File: config.mk
export PLATFORM = sky130hd
export DESIGN_NAME = pipeline_batch_driver
export DESIGN_NICKNAME = d
export VERILOG_FILES = /design/src/rtl/pipeline_batch_driver.sv
export SDC_FILE = /design/constraint.sdc
export NUM_CORES = 1
export LEC_CHECK = 0
export ABC_CLOCK_PERIOD_IN_PS = 2400
export CAP_MARGIN = 20
export CORE_AREA = 2 2 232 234
export DETAILED_ROUTE_END_ITERATION = 8
export DIE_AREA = 0 0 234 236
export PLACE_DENSITY = 0.75
export SYNTH_ARGS = -nofsm -noshare
export SYNTH_HDL_FRONTEND = slang
export SYNTH_SLANG_ARGS = --single-unit
File: constraint.sdc
create_clock -name clk -period 2.4 [get_ports clk]
set_input_delay 0.36 -clock clk [delete_from_list [all_inputs] [get_ports clk]]
set_output_delay 0.36 -clock clk [all_outputs]
set_load 0.02 [all_outputs]
File: src/rtl/pipeline_batch_driver.sv
// pipeline_batch_driver: feeds batches of bots into a scoring pipeline and
// returns its per-batch results, each tagged with the batch it belongs to.
// Batch tags wait in an in-flight FIFO until the matching result comes back.
module pipeline_batch_driver #(
  parameter int COUNT_W       = 35,
  parameter int TAG_W         = 8,
  parameter int INFLIGHT_LOG2 = 4
) (
  input  logic                 clk,
  input  logic                 rst,
  // upstream bot stream
  input  logic                 botValidIn,
  input  logic [127:0]         botIn,
  input  logic [5:0]           botPermutesIn,
  input  logic                 botLastIn,
  input  logic [TAG_W-1:0]     batchTagIn,
  output logic                 botReady,
  // pipeline write port
  output logic                 writeData,
  output logic [127:0]         bot,
  output logic [5:0]           validBotPermutes,
  output logic                 batchDone,
  input  logic                 slowDownInput,
  // pipeline result port
  input  logic                 resultsAvailable,
  input  logic [COUNT_W+34:0]  pcoeffSum,
  input  logic [COUNT_W-1:0]   pcoeffCount,
  output logic                 grabResults,
  // downstream tagged results
  output logic                 resultValid,
  input  logic                 resultReady,
  output logic [TAG_W-1:0]     resultTag,
  output logic [COUNT_W+34:0]  resultSum,
  output logic [COUNT_W-1:0]   resultCount,
  // statistics
  output logic [31:0]          batchesSent,
  output logic [31:0]          batchesReturned,
  output logic [31:0]          droppedBots,
  output logic                 protocolError
);

  localparam int SUM_W = COUNT_W + 35;
  localparam int DEPTH = 1 << INFLIGHT_LOG2;
  localparam logic [INFLIGHT_LOG2:0]   CNT_ONE  = (INFLIGHT_LOG2+1)'(1);
  localparam logic [INFLIGHT_LOG2:0]   CNT_FULL = (INFLIGHT_LOG2+1)'(DEPTH);
  localparam logic [INFLIGHT_LOG2-1:0] PTR_ONE  = INFLIGHT_LOG2'(1);

  typedef enum logic {S_IDLE, S_IN_BATCH} state_t;

  state_t                   state_q;
  logic [TAG_W-1:0]         open_tag_q;
  logic                     ready_q;
  logic                     write_q;
  logic [127:0]             bot_q;
  logic [5:0]               perm_q;
  logic                     done_q;
  logic                     grab_q;
  logic                     rvalid_q;
  logic [TAG_W-1:0]         rtag_q;
  logic [SUM_W-1:0]         rsum_q;
  logic [COUNT_W-1:0]       rcnt_q;
  logic [31:0]              sent_q;
  logic [31:0]              ret_q;
  logic [31:0]              drop_q;
  logic                     perr_q;
  logic [INFLIGHT_LOG2-1:0] wr_ptr_q;
  logic [INFLIGHT_LOG2-1:0] rd_ptr_q;
  logic [INFLIGHT_LOG2:0]   count_q;
  logic [INFLIGHT_LOG2:0]   count_d;
  logic [TAG_W-1:0]         tag_mem [DEPTH];

  logic             accept;
  logic             push_tag;
  logic [TAG_W-1:0] push_value;
  logic             grab;
  logic             pop_tag;
  logic             keep_bot;

  // Handshake and tag-FIFO control; botReady is a register so botValidIn never
  // loops back into it combinationally.
  always_comb begin
    accept     = rst && botValidIn && ready_q;
    push_tag   = accept && botLastIn;
    push_value = (state_q == S_IDLE) ? batchTagIn : open_tag_q;
    keep_bot   = (botPermutesIn != 6'd0) || botLastIn;
    grab       = rst && resultsAvailable && (!rvalid_q || resultReady) && !grab_q;
    pop_tag    = grab && (count_q != '0);
    count_d    = count_q;
    if (push_tag && !pop_tag) begin
      count_d = count_q + CNT_ONE;
    end else if (!push_tag && pop_tag) begin
      count_d = count_q - CNT_ONE;
    end
  end

  // Batch framing FSM: remembers the tag of the batch currently being sent.
  always_ff @(posedge clk) begin
    if (!rst) begin
      state_q    <= S_IDLE;
      open_tag_q <= '0;
    end else if (accept) begin
      if (botLastIn) begin
        state_q <= S_IDLE;
      end else begin
        state_q <= S_IN_BATCH;
        if (state_q == S_IDLE) begin
          open_tag_q <= batchTagIn;
        end
      end
    end
  end

  // Ready register: closes on backpressure or when the tag FIFO will be full.
  always_ff @(posedge clk) begin
    if (!rst) begin
      ready_q <= 1'b0;
    end else begin
      ready_q <= !slowDownInput && (count_d != CNT_FULL);
    end
  end

  // Pipeline write port: one cycle after acceptance; empty non-last bots are
  // dropped, but a last bot is always written so the batch gets closed.
  always_ff @(posedge clk) begin
    if (!rst) begin
      write_q <= 1'b0;
      bot_q   <= '0;
      perm_q  <= '0;
      done_q  <= 1'b0;
      drop_q  <= '0;
    end else begin
      write_q <= accept && keep_bot;
      done_q  <= accept && botLastIn;
      if (accept && keep_bot) begin
        bot_q  <= botIn;
        perm_q <= botPermutesIn;
      end
      if (accept && !keep_bot) begin
        drop_q <= drop_q + 32'd1;
      end
    end
  end

  // Tag FIFO storage, no reset needed since the pointers define validity.
  always_ff @(posedge clk) begin
    if (push_tag) begin
      tag_mem[wr_ptr_q] <= push_value;
    end
  end

  // Tag FIFO pointers, occupancy and sent-batch count.
  always_ff @(posedge clk) begin
    if (!rst) begin
      wr_ptr_q <= '0;
      rd_ptr_q <= '0;
      count_q  <= '0;
      sent_q   <= '0;
    end else begin
      count_q <= count_d;
      if (push_tag) begin
        wr_ptr_q <= wr_ptr_q + PTR_ONE;
        sent_q   <= sent_q + 32'd1;
      end
      if (pop_tag) begin
        rd_ptr_q <= rd_ptr_q + PTR_ONE;
      end
    end
  end

  // Result output register: a grab loads pipeline data plus the oldest tag;
  // otherwise data holds until the consumer takes it.
  always_ff @(posedge clk) begin
    if (!rst) begin
      grab_q   <= 1'b0;
      rvalid_q <= 1'b0;
      rtag_q   <= '0;
      rsum_q   <= '0;
      rcnt_q   <= '0;
      ret_q    <= '0;
      perr_q   <= 1'b0;
    end else begin
      grab_q <= grab;
      if (grab) begin
        rvalid_q <= 1'b1;
        rsum_q   <= pcoeffSum;
        rcnt_q   <= pcoeffCount;
        ret_q    <= ret_q + 32'd1;
        if (pop_tag) begin
          rtag_q <= tag_mem[rd_ptr_q];
        end else begin
          rtag_q <= '0;
          perr_q <= 1'b1;
        end
      end else if (rvalid_q && resultReady) begin
        rvalid_q <= 1'b0;
      end
    end
  end

  assign botReady         = ready_q;
  assign writeData        = write_q;
  assign bot              = bot_q;
  assign validBotPermutes = perm_q;
  assign batchDone        = done_q;
  assign grabResults      = grab;
  assign resultValid      = rvalid_q;
  assign resultTag        = rtag_q;
  assign resultSum        = rsum_q;
  assign resultCount      = rcnt_q;
  assign batchesSent      = sent_q;
  assign batchesReturned  = ret_q;
  assign droppedBots      = drop_q;
  assign protocolError    = perr_q;

endmodule

# Word-level counts from Yosys, hierarchy flattened
# Memories as Yosys holds them, arrays and structs flattened. A register that Yosys moved wholly into a read port is not among the register bits.
# Cells that the tools add are included.
# classes
add_sub_neg	7
mul	0
div	0
magnitude_cmp	0
n_eq_ne	1
shifts	0
mux	11
bitwise_logic	2
reduce_logical	26
# ops
operator	count
32-bit by 1-bit adder with 32-bit output (second input constant)	3
8-bit 2-to-1 mux	2
1-bit logical AND	13
5-bit 2-to-1 mux	2
4-bit by 1-bit adder with 4-bit output (second input constant)	2
4-bit 2-to-1 mux	2
1-bit zero test	6
6-bit nonzero test	1
5-bit by 1-bit adder with 5-bit output (second input constant)	1
1-bit 2-to-1 mux	5
5-bit != test (second input constant)	1
5-bit nonzero test	1
5-bit by 1-bit subtractor with 5-bit output (second input constant)	1
2-bit AND reduction	2
1-bit logical OR	2
1-bit NOT	2
2-bit nonzero test	1
# word_totals
regBits	371
latchBits	0
mem_bits_rw	128
romBits	0
input_bits	254
output_inout_bits	349
word_cells	67
n_memories	1
# memory_table
name	depth	word_bits	rd	rd_clocked_by_memory_dff	wr	line	text
tag_mem	16	8	1	1	1	70	logic [TAG_W-1:0] tag_mem [DEPTH];

# Depth between registers and ports, before layout
# Gate-level depths: netlist (run 1).
# logic_depth
word_depth	10
mapped_depth	9

# Worst setup path after synthesis (run 1)
# Ideal clock, no wire load.
# synth_timing
path_type	reg-to-reg
startpoint	reg ready_q (netlist: botReady)
endpoint	mem tag_mem[0][0] (enable)
setup_ps	383
t_arrival_ps	1895
required_time_ps	2017
path_slack_ps	122
stages_incl_launch_ff	6
n_path_buf	1
path_cell_list	dfxtp_1 > nand4_1 > inv_2 > buf_1 > nand2_1 > nor3_1
# synth_between
elab_chain_cells	4
# synth_rtl
element	line	text
start, declared	52	logic ready_q;
start signal, assigned	118	ready_q <= !slowDownInput && (count_d != CNT_FULL);
1-bit logical AND	82	accept = rst && botValidIn && ready_q;
1-bit logical AND	83	push_tag = accept && botLastIn;
1-bit 2-to-1 mux	146	if (push_tag) begin
1-bit 2-to-1 mux (not written as such)	147	tag_mem[wr_ptr_q] <= push_value;
end, declared	70	
# No other way between the ends.

# Final worst setup path (run 1)
# layout_timing
startpoint	reg rvalid_q (netlist: resultValid)
endpoint	out grabResults
# layout_between
elab_chain_cells	4
# layout_rtl
element	line	text
start, declared	58	logic rvalid_q;
start signal, assigned	175	rvalid_q <= 1'b0;
start signal, assigned	184	rvalid_q <= 1'b1;
start signal, assigned	195	rvalid_q <= 1'b0;
1-bit zero test	86	grab = rst && resultsAvailable && (!rvalid_q || resultReady) && !grab_q;
1-bit logical OR	86	
1-bit logical AND (2 in series)	86	
end, declared	28	output logic grabResults,
# No other way between the ends.

==> metrics.txt, run 1 <==
min Tclk post-route=2.29 ns; area delta synth->final=47.9%; final WL=60.3 mm; RSZ-0062 raised after global routing=false; hold_buf cts=0; IO Count=603; Clock Latency Late Sink=0.60 ns; crit-path leading delay family=simple AND/OR/NAND/NOR gates; chip height=236 um; CP Data Required Time=2.04 ns; share of cells above drive strength 1=0.0885; Initial Util=0.356; GPL Wtd Cong=0.893; multiplexer area fraction after synthesis=0.0487; CP Depth=4; Power Total=0.0192 W; Hold Worst Slack=0.290 ns; syn avg cell area=9.79 um2; count of buffer and inverter cells on the critical path=2; count of unique library cells instantiated by Yosys=54; WHS Path Cells=3; Cell Count Post-Placement=3195; CP arrival=1.93 ns; Worst setup SP type=flip-flop; Seq cells post-synth=503; CTS tree=built; largest family of logic cells by synthesized area=simple AND/OR/NAND/NOR gates; die width=234 um; pin count of the biggest net entering global routing=143; Clock Path Buffers=3; Finished Core Util=0.526; CP Class=reg2out; H-tree levels=2; first-pass GRT wire length=90.5 mm; post-synthesis instance total=1930; Synth Area in Compound Gates=0.0617; clock sinks=503; via count=16.3k; initial drt markers=1150; GR Overflow Total=0; DRT antenna net count=0; endpoints failing hold=0; Initial DRT Pass Iterations=5; vias in the first global route=15.8k; # setup viols final=0; Crit. End Element=output pin; synthesized area=0.0189 mm2; post-synthesis xor/xnor area fraction=0.0371; Total GRT Usage=0.209; slowest CP cell=or3_4; most common cell after layout, fill and taps aside=clkdlybuf4s50_1; Placeable Area=0.0531 mm2; Post-DP HPWL=44.5 mm; Ant. Diodes=0; fraction of the mapped netlist area in simple logic gates=0.215; DRC viols=0; Slew headroom=0.465; fin cells=3296; cell count of the worst reg-to-reg path=6; outcome=complete, no violations; max-cap violations=0; crit-path max FO=4; Worst Tran Pin Value=0.803 ns; VDD IR-drop max=0.000543 V; CTS buffer count=54; setup skew after layout=0.0264 ns; Final nets=2819; row count=85; Leak=10.1 nW; Power per Cell Area=689 mW/mm2; Synth Area in Adders=0.00662; initial antenna violation count=4; Post-synth EDFFs=128; max frequency=0.437 GHz; WL/cell=18.3 um; ys flop type=dfxtp_1; CTS root buffer=clkbuf_16; full die area=0.0552 mm2; Hold Crit Class=in2reg; synth warn=0; Final period util=0.953; number of port buffers=602; Max stage delay on crit path=0.40 ns; syn nets=2194; Async SR Flop Fraction=0; share of the yosys chip area belonging to registers=0.601; worst path cell trace=nor2b_1 -> or3_4 -> clkinv_2 -> dlygate4sd2_1; Pins Over Slew Limit=0; most frequent cells in the layout=600 x clkdlybuf4s50_1, 539 x nand2_1, 374 x dfxtp_1, 161 x a21oi_1, 144 x nand3_1; clock slew at reported path FFs=0.06 ns; Vias/cell=4.94
-- logic make-up (layout without fill, tap and decap cells) --
group | Yosys count | in the layout
adders and majority gates | 10 | 10
DFF | 503 | 503
buffers and inverters | 140 | 810
xor gates and xnor gates | 80 | 80
AOI/OAI and AO/OA | 215 | 215
and+or+nand+nor | 931 | 931
muxes | 51 | 51
-- final cells by class --
class	instances	area (um2)
well taps	696	871
repair buffers	686	6790
fillers	4555	25100
clock inverters	25	337
multi-input cells	1287	6990
clock buffers	76	1500
inverters	23	95.1
flip-flops and latches	503	11400
-- flip-flops by register name (all words and copies together), names as in the netlist, named ones only --
signal and count:
open_tag_q 8, batchesReturned 32, protocolError 1, resultValid 1, batchesSent 32, validBotPermutes 6
botReady 1, grab_q 1, droppedBots 32, resultTag 8, tag_mem 128, rd_ptr_q 4
bot 128, resultCount 35, resultSum 70, count_q 5, writeData 1, batchDone 1
wr_ptr_q 4, state_q 1
-- worst reg2reg max path: cells and delay by family (launching register included) --
kind / cells / cell delay [ns]
simple gates: 5 / 1.47
flops: 1 / 0.41
xor+xnor: 1 / 0.17
-- report_power, final --
group          switching [W]  total (W)  internal [W]
Combinational       0.000834    0.00170      0.000866
Clock                0.00341    0.00853       0.00511
Sequential          0.000125    0.00902       0.00890
Total                0.00437     0.0192        0.0149
-- metrics by stage --
stage / TNS, ns / cell area [um2] / setup slack, ns
6_report: 0 / 27900 / 0.112
2_1_floorplan: 0 / 18900 / 0.122
4_1_cts: 0 / 27900 / 0.0618
5_1_grt: 0 / 27900 / 0.0375
3_5_place_dp: -2.98 / 26100 / -0.144
3_3_place_gp: -0.743 / 26100 / -0.151
-- layer usage --
| layer | routed length [um] | global-route usage | part of all wire |
|---|---|---|---|
| met1 | 24200 | 0.252 | 0.40 |
| met2 | 30100 | 0.365 | 0.50 |
| met3 | 3840 | 0.0392 | 0.064 |
| met4 | 2090 | 0.0796 | 0.035 |
| met5 | 46 | 0 | 0.00076 |
-- final timing paths --
| path | from | to | slack [ns] |
|---|---|---|---|
| worst min register to register | resultSum[44] | resultSum[44] | 0.45 |
| worst max-delay path | resultValid | grabResults | 0.11 |
| worst min-delay path | rst | batchesSent[16] | 0.29 |
| worst max register to register | batchesSent[11] | batchesSent[23] | 0.21 |
-- synthesized netlist by cell type (9+ instances only) --
master	instances	area share
nand4_1	24	0.0079
and2_1	13	0.0043
inv_1	21	0.0042
and3_1	11	0.0036
dfxtp_1	375	0.40
nand2_1	539	0.11
a21oi_1	161	0.043
nor3_1	23	0.0061
xor2_1	40	0.019
edfxtp_1	128	0.20
xnor2_1	40	0.019
buf_2	22	0.0058
buf_1	9	0.0018
mux2i_1	11	0.0058
o21ai_0	29	0.0077
nor2_1	118	0.023
or3_1	21	0.0070
ha_1	10	0.0066
nand3_1	144	0.038
clkbuf_1	84	0.017
mux4_2	32	0.038
-- repair_timing --
item	4_1_cts	5_1_grt
endpoints found under the setup margin	1	1
setup buffers	0	0
resized for setup	1	1
endpoints found under the hold margin	0	0
gates cloned	0	0
Note: power is estimated with default switching activity, not from simulation.
==> run 2: changes to the inputs <==
Settings changed: ABC_CLOCK_PERIOD_IN_PS 2400 to 2020, CELL_PAD_IN_SITES_DETAIL_PLACEMENT set to 2, CELL_PAD_IN_SITES_GLOBAL_PLACEMENT set to 2, CORE_AREA 2 2 232 234 to unset, CORE_ASPECT_RATIO set to 1.5, CORE_UTILIZATION set to 25, DIE_AREA 0 0 234 236 to unset, PLACE_DENSITY 0.75 to 0.86.
Clock period 2.4 ns to 2.02 ns, I/O delays scaled along.
==> metrics.txt, run 2 (synthesized netlist as in run 1, its figures left out) <==
outcome=finished with violations; violated checks=negative setup slack; CTS root buffer=clkbuf_16; die width=226 um; setup ws final=-0.0618 ns; Slew headroom=0.320; min Tclk post-route=2.08 ns; clock sinks=503; clock slew at reported path FFs=0.07 ns; Finished Core Util=0.393; max-cap violations=0; Clock Path Buffers=3; most frequent cells in the layout=537 x nand2_1, 510 x clkdlybuf4s50_1, 359 x dfxtp_1, 159 x a21oi_1; Crit. End Element=flip-flop; Leak=11.2 nW; Vias/cell=4.79; hold_buf cts=0; Filler cells=7956; max frequency=0.480 GHz; # setup viols final=6; share of cells above drive strength 1=0.139; full die area=0.0767 mm2; WL/cell=24.6 um; Worst Tran Pin Value=1.02 ns; row count=123; final WL=90.8 mm; chip height=339 um; worst path cell trace=nor2b_4 -> or4b_4 -> nor3_4 -> buf_6 -> nand4_1 -> xor2_1 -> nor2_1; GPL Wtd Cong=0.834; Final nets=2900; CP arrival=2.53 ns; register area=0.0114 mm2; CP Data Required Time=2.46 ns; RSZ-0062 raised after global routing=true; Clock Latency Late Sink=0.62 ns; H-tree levels=2; DRT antenna net count=0; Power per Cell Area=808 mW/mm2; CTS buffer count=53; initial antenna violation count=18; slowest CP cell=or4b_4; CP Class=reg2reg; Initial Util=0.252; Pins Over Slew Limit=0; pin count of the biggest net entering global routing=166; via count=17.7k; Post-DP HPWL=63.5 mm; CTS tree=built; IO Count=603; Hold Crit Class=in2reg; area of the multi-input gates=0.00726 mm2; Initial DRT Pass Iterations=5; crit-path max FO=5; area delta synth->final=55.7%; setup skew after layout=0.0275 ns; Worst setup SP type=flip-flop; number of port buffers=602; most common cell after layout, fill and taps aside=nand2_1; Final period util=1.03; endpoints failing hold=0; DRC viols=0; Placeable Area=0.0749 mm2; first-pass GRT wire length=132 mm; vias in the first global route=20.1k; VDD IR-drop max=0.000612 V; GR Overflow Total=0; Power Total=0.0238 W; Max stage delay on crit path=0.56 ns; initial drt markers=775; Total GRT Usage=0.230
## run 2: cell types whose count changed in the layout (fill, tap and decap cells not counted), sizes merged
cell,delta
buf,+80
bufbuf,+2
clkbuf,+1
clkdlybuf4s50,-90
clkinv,-4
clkinvlp,+2
diode,+18
dlygate4sd2,+82
dlymetal6s2s,+7
inv,-1
or3,+1
## run 2: area by class of cell
class | instances | area share
well taps | 1000 | 0.0425
clock buffers | 77 | 0.0537
clock inverters | 22 | 0.0104
flip-flops and latches | 503 | 0.387
diodes | 18 | 0.00153
repair buffers | 767 | 0.255
inverters | 23 | 0.00366
multi-input cells | 1288 | 0.247
## run 2: per-layer routing
layer  vias to the layer above  share of wire  global-route usage
met4                         0          0.063               0.148
met1                      8947           0.35               0.224
met2                       542           0.53               0.422
met3                       242          0.059              0.0574
met5                         -              0                   0
li1                       7970              -                   -
## run 2: path summary, 6_finish.rpt
path                          from             endpoint  slack (ns)  depth (start not counted)
setup / recovery       resultValid  batchesReturned[29]       -0.06                          7
hold / removal    botPermutesIn[4]  validBotPermutes[4]        0.12                          3
setup reg to reg       resultValid  batchesReturned[29]       -0.06                          7
hold reg to reg    resultCount[34]      resultCount[34]        0.45                          2
## run 2: repair_timing
| action | 4_1_cts | 5_1_grt |
|---|---|---|
| gates cloned | 4 | 1 |
| pin swaps | 9 | 11 |
| buffers inserted | 12 | 11 |
| gates resized for setup | 124 | 40 |
| endpoints found under the hold margin | 0 | 0 |
| setup endpoints to repair | 114 | 99 |
## run 2: stage by stage
step	hold WS (ns)	TNS [ns]	std cells	worst slack, ns	instance area [um2]
global route	0.139	-1.19	3698	-0.116	29400
detailed placement	0.450	-156.16	3554	-0.824	27000
finish	0.125	-0.236	3698	-0.0618	29400
global placement	0.441	-119.99	3554	-0.763	27000
CTS	0.160	-0.150	3669	-0.139	29100
floorplan	0.402	0	1930	0.000376	18900
## run 2: critical path: cells and delay by family, from the launching register on
kind / cells / cell delay, ns
simple gates: 5 / 1.20
xor+xnor: 1 / 0.21
flops: 1 / 0.33
buf+inv: 1 / 0.19
## run 2: power by group
group,internal [W],switching (W)
combinational,0.00112,0.00117
sequential,0.0106,0.000156
clock,0.00633,0.00444
==> run 3: changes to the inputs <==
Settings changed: TNS_END_PERCENT set to 30.
==> metrics.txt, run 3 (synthesized netlist as in run 1, its figures left out) <==
outcome=finished with violations; violated checks=negative setup slack; Initial DRT Pass Iterations=5; worst path cell trace=nor2b_4 -> or3_4 -> clkinv_8 -> buf_16 -> buf_8; Crit. End Element=output pin; Pins Over Slew Limit=0; cell count of the worst reg-to-reg path=8; CTS root buffer=clkbuf_16; initial drt markers=709; RR Startpoint=grab_q; Worst Tran Pin Value=1.25 ns; crit-path max FO=3; clock sinks=503; CP Data Required Time=1.72 ns; pin count of the biggest net entering global routing=246; IO Count=603; Power per Cell Area=794 mW/mm2; setup ws final=-0.0816 ns; Total GRT Usage=0.228; endpoints failing hold=0; CTS tree=built; min Tclk post-route=2.10 ns; Clock Path Buffers=3; Clock Latency Late Sink=0.61 ns; Worst Hold Path EP=batchesReturned[8]; number of port buffers=602; WL/cell=25.3 um; count of buffer and inverter cells on the critical path=3; most frequent cells in the layout=538 x nand2_1, 502 x clkdlybuf4s50_1, 353 x dfxtp_1, 158 x a21oi_1; area delta synth->final=56.2%; Hold Crit Class=in2reg; RSZ-0062 raised after global routing=true; full die area=0.0767 mm2; slowest CP cell=or3_4; VDD IR-drop max=0.000549 V; die width=226 um; initial antenna violation count=18; Max stage delay on crit path=0.44 ns; Leak=11.3 nW; setup skew after layout=0.0151 ns; GR Overflow Total=0; DRT antenna net count=0; first-pass GRT wire length=130 mm; Filler cells=7942; via count=17.8k; Placed Area=0.0270 mm2; vias in the first global route=19.9k; Vias/cell=4.82; Final nets=2904; hold_sp=rst; H-tree levels=2; CP Class=reg2out; max-cap violations=0; Power Total=0.0234 W; hold_buf cts=0; DRC viols=0; most common cell after layout, fill and taps aside=nand2_1; # setup viols final=12; row count=123; chip height=339 um; Worst setup SP type=flip-flop; share of cells above drive strength 1=0.145; Final period util=1.04; crit-path leading delay family=simple AND/OR/NAND/NOR gates; Post-DP HPWL=63.5 mm; Placeable Area=0.0749 mm2; CP arrival=1.80 ns; Initial Util=0.252; WHS Path Cells=3; GPL Wtd Cong=0.915; FF-to-FF End=batchesReturned[11]; final WL=93.7 mm; CTS buffer count=53; Reg2Reg Setup Slack=-0.07 ns; clock slew at reported path FFs=0.06 ns; post-route cell area=0.0295 mm2; max frequency=0.476 GHz; Slew headroom=0.168
==> run 3: cell types whose count changed in the layout (fill, tap and decap cells not counted), sizes merged <==
cell	before	now
buf	165	168
bufinv	7	6
clkbuf	77	74
clkdlybuf4s50	510	502
clkinv	9	12
clkinvlp	6	3
diode	18	19
dlygate4sd2	83	87
dlymetal6s2s	7	11
inv	23	26
==> run 3: per-layer routing <==
layer	track usage	wire length [um]
met4	0.149	6290
met3	0.0631	6380
met5	0	0
met1	0.218	31200
met2	0.418	49700
==> run 3: worst max-delay path by stage <==
| stage | start | end | depth (start not counted) |
|---|---|---|---|
| 2_1_floorplan | botReady | tag_mem[12][0] | 5 |
| 3_3_place_gp | botPermutesIn[3] | droppedBots[30] | 8 |
| 3_5_place_dp | botPermutesIn[3] | droppedBots[30] | 8 |
| 4_1_cts | resultValid | grabResults | 5 |
| 5_1_grt | grab_q | batchesReturned[11] | 8 |
| 6_report | resultValid | grabResults | 5 |
==> run 3: worst reg2reg max path, delay by kind of cell (launching register included) <==
family,cells,cell delay [ns]
flip-flops,1,0.32
AND/OR/NAND/NOR,5,1.07
XOR/XNOR,1,0.26
buffers and inverters,2,0.27
==> run 3: what timing repair did <==
action | CTS | global route
pin swaps | 12 | 18
cloned | 4 | 2
setup endpoints to repair | 134 | 153
resized for setup | 140 | 66
buffers inserted | 15 | 7
==> run 3: final cells by class <==
cell class / count / area, um2 / share of cell area
flip-flops and latches: 503 / 11400 / 0.386
clock buffers: 73 / 1500 / 0.0509
inverters: 23 / 109 / 0.00369
repair buffers: 771 / 7570 / 0.257
diodes: 19 / 47.5 / 0.00161
clock inverters: 24 / 299 / 0.0101
well taps: 1000 / 1250 / 0.0424
multi-input cells: 1288 / 7350 / 0.249
==> run 3: stage by stage <==
step / setup slack, ns / util / TNS, ns / hold WS [ns] / std cells
final: -0.0816 / 0.394 / -0.430 / 0.197 / 3701
after CTS: -0.200 / 0.389 / -0.659 / 0.157 / 3675
after floorplan: -0.0467 / - / -3.07 / 0.402 / 1930
after global placement: -0.608 / 0.361 / -105.29 / 0.440 / 3561
after global routing: -0.178 / 0.394 / -2.15 / 0.171 / 3699
after detailed placement: -0.707 / 0.361 / -141.58 / 0.448 / 3561
==> run 3: report_power, final <==
part | total [W] | leakage (nW) | internal, W | switching, W
clock | 0.0104 | 0.881 | 0.00598 | 0.00442
sequential | 0.0107 | 4.21 | 0.0106 | 0.000167
combinational | 0.00230 | 6.25 | 0.00112 | 0.00118
